[src/rtl/bus_arbiter_pkg.sv]
// Shared types and default sizing for the bus arbiter.
package bus_arbiter_pkg;

  typedef enum logic [1:0] {
    IDLE = 2'd0,
    SSEL = 2'd1,
    BUSY = 2'd2
  } arb_state_t;

  localparam int unsigned M_NUM_DEFAULT     = 2;
  localparam int unsigned S_NUM_DEFAULT     = 3;
  localparam int unsigned SLAVE_LEN_DEFAULT = 2;

endpackage

[src/rtl/arb_priority_picker.sv]
// Picks the first asserted request, scanning upward from ptr with wraparound.
module arb_priority_picker #(
  parameter int unsigned N  = 2,
  parameter int unsigned IW = 1
) (
  input  logic [N-1:0]  req,
  input  logic [IW-1:0] ptr,
  output logic [N-1:0]  grant,
  output logic [IW-1:0] idx,
  output logic          valid
);

  always_comb begin
    int unsigned j;
    logic [IW-1:0] cand;
    grant = '0;
    idx   = '0;
    valid = 1'b0;
    j     = 0;
    cand  = '0;
    for (int unsigned i = 0; i < N; i++) begin
      j    = (32'(ptr) + i) % N;
      cand = IW'(j);
      if (!valid && req[cand]) begin
        valid       = 1'b1;
        grant[cand] = 1'b1;
        idx         = cand;
      end
    end
  end

endmodule

[src/rtl/bus_arbiter.sv]
// Multi-master bus arbiter: IDLE/SSEL/BUSY FSM with serial slave select, split resume and watchdog.
// Define ARB_ROUND_ROBIN_EN for rotating priority; otherwise priority is fixed with master 0 highest.
module bus_arbiter
  import bus_arbiter_pkg::*;
#(
  parameter int unsigned M_NUM     = M_NUM_DEFAULT,
  parameter int unsigned S_NUM     = S_NUM_DEFAULT,
  parameter int unsigned SLAVE_LEN = SLAVE_LEN_DEFAULT,
  parameter int unsigned TIMEOUT   = 4096
) (
  input  logic                     clk,
  input  logic                     reset,
  input  logic [M_NUM-1:0]         approval_request,
  input  logic [M_NUM-1:0]         tx_slave_select,
  input  logic [M_NUM-1:0]         trans_done,
  input  logic [S_NUM-1:0]         split_en,
  output logic [M_NUM-1:0]         approval_grant,
  output logic                     arbitor_busy,
  output logic                     bus_busy,
  output logic [S_NUM-1:0]         slave_sel,
  output logic [$clog2(M_NUM)-1:0] master_idx,
  output logic                     addr_err,
  output logic                     timeout
);

  localparam int unsigned IW = $clog2(M_NUM);
  localparam int unsigned BW = (SLAVE_LEN > 1) ? $clog2(SLAVE_LEN) : 1;
  localparam int unsigned TW = (TIMEOUT > 2) ? $clog2(TIMEOUT) : 1;

  arb_state_t           state;
  logic [M_NUM-1:0]     req_masked;
  logic [M_NUM-1:0]     pick_grant;
  logic [IW-1:0]        pick_idx;
  logic [IW-1:0]        pick_ptr;
  logic                 pick_valid;
  logic                 split_pending;
  logic [IW-1:0]        split_master;
  logic [S_NUM-1:0]     split_sel;
  logic [SLAVE_LEN-1:0] addr_sh;
  logic [SLAVE_LEN:0]   addr_cat;
  logic [SLAVE_LEN-1:0] addr_next;
  logic [S_NUM-1:0]     addr_onehot;
  logic                 addr_ok;
  logic [BW-1:0]        bit_cnt;
  logic [TW-1:0]        wd_cnt;
  logic                 resume;
  logic                 done_hit;
  logic                 split_hit;
  logic                 wd_hit;

  always_comb begin
    req_masked = approval_request;
    if (split_pending) req_masked[split_master] = 1'b0;
    resume    = split_pending && !(|(split_en & split_sel));
    addr_cat  = {addr_sh, tx_slave_select[master_idx]};
    addr_next = addr_cat[SLAVE_LEN-1:0];
    // Out-of-range addresses shift the one-hot bit off the top, leaving zero.
    addr_onehot = S_NUM'(1) << addr_next;
    addr_ok     = (|addr_onehot) && !(split_pending && (addr_onehot == split_sel));
    done_hit  = trans_done[master_idx];
    split_hit = !split_pending && (|(split_en & slave_sel));
    wd_hit    = (wd_cnt == TW'(TIMEOUT - 1));
  end

  arb_priority_picker #(
    .N  (M_NUM),
    .IW (IW)
  ) u_picker (
    .req   (req_masked),
    .ptr   (pick_ptr),
    .grant (pick_grant),
    .idx   (pick_idx),
    .valid (pick_valid)
  );

`ifdef ARB_ROUND_ROBIN_EN
  logic [IW-1:0] rr_ptr;
  logic [IW-1:0] last_idx;

  assign last_idx = resume ? split_master : pick_idx;

  always_ff @(posedge clk) begin
    if (reset) begin
      rr_ptr <= '0;
    end else if (state == IDLE && (resume || pick_valid)) begin
      rr_ptr <= (last_idx == IW'(M_NUM - 1)) ? '0 : last_idx + 1'b1;
    end
  end

  assign pick_ptr = rr_ptr;
`else
  assign pick_ptr = '0;
`endif

  always_ff @(posedge clk) begin
    if (reset) begin
      state          <= IDLE;
      approval_grant <= '0;
      arbitor_busy   <= 1'b0;
      bus_busy       <= 1'b0;
      slave_sel      <= '0;
      master_idx     <= '0;
      addr_err       <= 1'b0;
      timeout        <= 1'b0;
      split_pending  <= 1'b0;
      split_master   <= '0;
      split_sel      <= '0;
      addr_sh        <= '0;
      bit_cnt        <= '0;
      wd_cnt         <= '0;
    end else begin
      addr_err <= 1'b0;
      timeout  <= 1'b0;
      case (state)
        IDLE: begin
          if (resume) begin
            approval_grant               <= '0;
            approval_grant[split_master] <= 1'b1;
            master_idx                   <= split_master;
            slave_sel                    <= split_sel;
            split_pending                <= 1'b0;
            wd_cnt                       <= '0;
            arbitor_busy                 <= 1'b1;
            bus_busy                     <= 1'b1;
            state                        <= BUSY;
          end else if (pick_valid) begin
            approval_grant <= pick_grant;
            master_idx     <= pick_idx;
            addr_sh        <= '0;
            bit_cnt        <= '0;
            arbitor_busy   <= 1'b1;
            state          <= SSEL;
          end
        end
        SSEL: begin
          addr_sh <= addr_next;
          bit_cnt <= bit_cnt + 1'b1;
          if (bit_cnt == BW'(SLAVE_LEN - 1)) begin
            if (addr_ok) begin
              slave_sel <= addr_onehot;
              wd_cnt    <= '0;
              bus_busy  <= 1'b1;
              state     <= BUSY;
            end else begin
              approval_grant <= '0;
              addr_err       <= 1'b1;
              arbitor_busy   <= 1'b0;
              state          <= IDLE;
            end
          end
        end
        BUSY: begin
          wd_cnt <= wd_cnt + 1'b1;
          // trans_done outranks a split, which outranks the watchdog.
          if (done_hit || split_hit || wd_hit) begin
            approval_grant <= '0;
            slave_sel      <= '0;
            arbitor_busy   <= 1'b0;
            bus_busy       <= 1'b0;
            state          <= IDLE;
          end
          if (!done_hit && split_hit) begin
            split_pending <= 1'b1;
            split_master  <= master_idx;
            split_sel     <= slave_sel;
          end
          if (!done_hit && !split_hit && wd_hit) timeout <= 1'b1;
        end
        default: state <= IDLE;
      endcase
    end
  end

endmodule

[config.mk]
export PLATFORM = sky130hd
export DESIGN_NAME = bus_arbiter
export DESIGN_NICKNAME = d
export VERILOG_FILES = /design/src/rtl/bus_arbiter_pkg.sv /design/src/rtl/arb_priority_picker.sv /design/src/rtl/bus_arbiter.sv
export SDC_FILE = /design/constraint.sdc
export NUM_CORES = 1
export LEC_CHECK = 0
export CORE_MARGIN = 4
export CORE_UTILIZATION = 43
export DETAILED_ROUTE_END_ITERATION = 12
export HOLD_SLACK_MARGIN = 0.08
export PLACE_DENSITY_LB_ADDON = 0.12
export RECOVER_POWER = 25
export SYNTH_ARGS = -nofsm -noshare
export SYNTH_HDL_FRONTEND = slang
export SYNTH_SLANG_ARGS = --single-unit
[constraint.sdc]
create_clock -name clk -period 5.55 [get_ports clk]
set_input_delay 0.8325 -clock clk [delete_from_list [all_inputs] [get_ports clk]]
set_output_delay 0.8325 -clock clk [all_outputs]
set_load 0.03 [all_outputs]
==> reports/results.md <==
| Quantity | Value | Unit |
| --- | --- | --- |
| Run status | finished clean | - |
| Primary FF master, synth | sky130_fd_sc_hd__dfxtp_1 | - |
| Wire length per cell after detailed routing | 16.3 | um |
| Met3 GRT Util | 4.24 | % |
| Reg2reg start | state[0] | - |
| Total die area | 0.00541 | sq mm |
| Critical path class | in2reg | - |
| Post-route DRC violation count | 0 | - |
| Pin count of the biggest net entering global routing | 31 | - |
| Worst hold path depth | 2 | - |
| Share of cell area taken by muxes after synthesis | 6.83 | % |
| Total routing usage reported by global routing | 18.2 | % |
| Clock sinks | 31 | - |
| Number of DRC markers in iteration 0 | 149 | - |
| Total Nets Final | 247 | - |
| Hold Crit Class | reg2reg | - |
| Worst-case hold path end point | addr_err | - |
| Reg-to-reg endpoint | split_pending | - |
| Global-route congestion overflow total | 0 | - |
| IO Count | 21 | - |
| Number of max-cap violations | 0 | - |
| Antenna violations before repair | 0 | - |
| Hold buffer count at cts | 0 | - |
| Tmin final | 2.98 | ns |
| Post-cts resize count | 0 | - |
| Peak supply drop | 0.305 | mV |
| Leakage power of the design | 0.764 | nW |
| Die X | 73.6 | um |
| Initial core utilization | 45.3 | % |
| Number of enable flip-flop cells after synthesis | 0 | - |
| Number of buffer cells added on primary ports | 20 | - |
| Setup Total Neg Slack | 0 | ns |
| Worst slew margin relative to its limit | 43.5 | % |
| Total Wirelength | 4.58 | mm |
| Number of inserted diodes | 0 | - |
| Number of warning messages in the yosys log | 0 | - |
| Post-synthesis xor/xnor area fraction | 0 | % |
| Top-area cell type share of the netlist area | 33.6 | % |
| TritonCTS clock tree | yes | - |
| First-pass GRT wire length | 7.74 | mm |
| Synthesized-area fraction occupied by adder cells | 3.38 | % |
| Maximum fanout count along the critical path | 4 | - |
| Largest buffer count on any clock path | 2 | - |
| Biggest area consumer among synthesized cells | sky130_fd_sc_hd__dfxtp_1 | - |
| Buffer type at the clock tree root | sky130_fd_sc_hd__clkbuf_8 | - |
| Compound-cell area share of the yosys netlist | 27.5 | % |
| Endpoint arrival time on the critical path | 3.14 | ns |
| DR vias/cell | 6.17 | - |
| Fraction of final layout cells sized beyond drive strength 1 | 8.66 | % |
| Worst Hold Launch | bit_cnt | - |
| Clock Skews | 0.00773 | ns |
| Count of different cell masters after synthesis | 57 | - |
| Worst-path clk slew | 0.07 | ns |
| Final-layout fill cell count | 380 | - |
| Instance count of the mapped netlist | 212 | - |
| Remaining antenna violation count after routing | 0 | - |
| Logic depth of the worst register-to-register path | 7 | - |
| RePlAce Congestion | 0.812 | - |
| Post-synthesis net count | 228 | - |
| Fin crit share | 53.6 | % |
| Detailed placement HPWL | 3.35 | mm |
| RSZ-0062 raised after global routing | false | - |
| Num CTS Buffers | 5 | - |
| Global-route met2 utilization | 28.0 | % |
| Reg2Reg Setup Slack | 2.95 | ns |
| Die H | 73.6 | um |
| Endpoint class of the critical path | flop | - |
| Main combinational cell family by area after synthesis | compound AO/OA/AOI/OAI gates | - |
| Biggest area contributors in the synthesized netlist | sky130_fd_sc_hd__dfxtp_1 (34%), sky130_fd_sc_hd__mux2i_1 (5.4%), sky130_fd_sc_hd__nor2_1 (3.7%), sky130_fd_sc_hd__ha_1 (3.4%), sky130_fd_sc_hd__nand2_1 (3.2%) | - |
| Number of buffers inserted to repair setup after CTS | 0 | - |
| Synthesized area | 0.00185 | sq mm |
| Required time worst endpoint | 5.72 | ns |
| Site row count | 23 | - |
| Area growth syn-to-layout | 17.2 | % |
| Finish-stage setup viols | 0 | - |
| Simple-Gate Fraction of Synth Area | 24.7 | % |
| DR vias | 1733 | - |
| Post-Route Hold Slack | 0.442 | ns |
| Post-synthesis register bit count | 31 | - |
| Worst Tran Pin Value | 0.846 | ns |
| Area of the core | 0.00409 | sq mm |
| Top achievable clock speed | 336 | MHz |
| DRT Pass-1 Iters | 5 | - |
| Avg Inst Size Synth | 8.72 | sq um |
| Share of synthesized registers carrying an async set or reset | 0 | % |
| Pwr dens | 446 | mW/mm^2 |
| Kind of launch point of the worst setup path | primary input | - |
| Number of global-route vias before repair | 1662 | - |
| Clock Latency Late Sink | 0.28 | ns |
| Max Slew Vio Count | 0 | - |
| Sequential-to-total area share from yosys stat | 33.6 | % |
| Count of final hold-check violations | 0 | - |
| H-tree levels | 2 | - |
| Busiest metal layer after global routing | met2 | - |
| Global-route track usage on met1 | 25.2 | % |
Yosys cell counts (6+ instances only):
library cell and count:
sky130_fd_sc_hd__a21oi_1 9, sky130_fd_sc_hd__inv_1 9, sky130_fd_sc_hd__a31oi_1 8, sky130_fd_sc_hd__dfxtp_1 31, sky130_fd_sc_hd__a211oi_1 6, sky130_fd_sc_hd__nand3_1 6
sky130_fd_sc_hd__o21ai_0 7, sky130_fd_sc_hd__nor2_1 18, sky130_fd_sc_hd__clkbuf_1 7, sky130_fd_sc_hd__mux2i_1 10, sky130_fd_sc_hd__nand2_1 16
through the flow:
step / power, W / instances / cell area, sq um / setup WS, ns / utilization [%]
after detailed placement: 0.000797 / 274 / 2080 / 2.43 / 51.0
after CTS: 0.000980 / 281 / 2170 / 2.70 / 53.1
after global placement: 0.000787 / 274 / 2080 / 2.47 / 51.0
after global routing: 0.00104 / 281 / 2170 / 2.41 / 53.0
after floorplan: 0.000666 / 212 / 1850 / 3.15 / -
final: 0.000966 / 281 / 2170 / 2.57 / 53.0
routing by layer:
| layer | routed length, um | share of wire [%] |
|---|---|---|
| met1 | 2230 | 49 |
| met2 | 2080 | 46 |
| met3 | 209 | 4.6 |
| met4 | 52 | 1.1 |
| met5 | 0 | 0 |
power breakdown:
| part | switching, W | internal (W) |
|---|---|---|
| clock network | 0.0000847 | 0.0000972 |
| logic | 0.000311 | 0.000181 |
| registers | 0.0000328 | 0.000259 |
how the worst max path moves through the flow:
stage / startpoint / end / cells past startpoint
3_5_place_dp: split_en[0] / arbitor_busy / 6
4_1_cts: split_en[0] / arbitor_busy / 6
2_1_floorplan: tx_slave_select[0] / wd_cnt[3] / 6
3_3_place_gp: tx_slave_select[0] / wd_cnt[2] / 6
6_report: split_en[0] / arbitor_busy / 6
5_1_grt: split_en[0] / wd_cnt[3] / 6
critical path, stage by stage:
cell and delay, ns:
sky130_fd_sc_hd__dlygate4sd3_1 0.56, sky130_fd_sc_hd__a222oi_1 0.51, sky130_fd_sc_hd__o211ai_1 0.22, sky130_fd_sc_hd__o221ai_1 0.41, sky130_fd_sc_hd__or3_1 0.26, sky130_fd_sc_hd__mux2_1 0.33
layout make-up:
class | instances | area [sq um] | share of cell area, %
Clock buffer | 6 | 82.6 | 3.81
Clock inverter | 1 | 5.00 | 0.231
Inverter | 10 | 37.5 | 1.73
Multi-Input combinational cell | 162 | 1150 | 53.1
Sequential cell | 31 | 621 | 28.6
Tap cell | 50 | 62.6 | 2.89
Timing Repair Buffer | 21 | 208 | 9.58
cells in the final DEF (no fill, tap or decap), types with 3 or more instances in the layout:
cell type,n
sky130_fd_sc_hd__nand3_1,6
sky130_fd_sc_hd__nand2_1,16
sky130_fd_sc_hd__a211oi_1,6
sky130_fd_sc_hd__o41ai_2,3
sky130_fd_sc_hd__mux2i_1,10
sky130_fd_sc_hd__clkbuf_8,6
sky130_fd_sc_hd__a31oi_1,8
sky130_fd_sc_hd__nor2_1,18
sky130_fd_sc_hd__o31ai_1,4
sky130_fd_sc_hd__nor2b_1,4
sky130_fd_sc_hd__nand4_1,5
sky130_fd_sc_hd__ha_1,5
sky130_fd_sc_hd__o311ai_1,5
sky130_fd_sc_hd__dfxtp_1,31
sky130_fd_sc_hd__and3_1,4
sky130_fd_sc_hd__dlygate4sd3_1,9
sky130_fd_sc_hd__a21oi_1,9
sky130_fd_sc_hd__nor3_1,5
sky130_fd_sc_hd__clkdlybuf4s50_1,11
sky130_fd_sc_hd__nand2b_1,3
sky130_fd_sc_hd__inv_1,9
sky130_fd_sc_hd__o21ai_0,7
registers in the layout (all words and copies together), names as in the netlist:
name,flops
addr_err,1
addr_sh,1
arbitor_busy,1
split_master,1
approval_grant,2
split_pending,1
state,2
wd_cnt,12
bus_busy,1
timeout,1
slave_sel,3
split_sel,3
bit_cnt,1
master_idx,1
cell families (layout without fill, tap and decap cells):
group | Yosys count | count (layout)
simple gates | 81 | 81
compound gates | 64 | 64
flops | 31 | 31
buf+inv | 19 | 38
mux | 12 | 12
fa+ha+maj | 5 | 5
No activity file was read; power rests on OpenSTA's default activity.
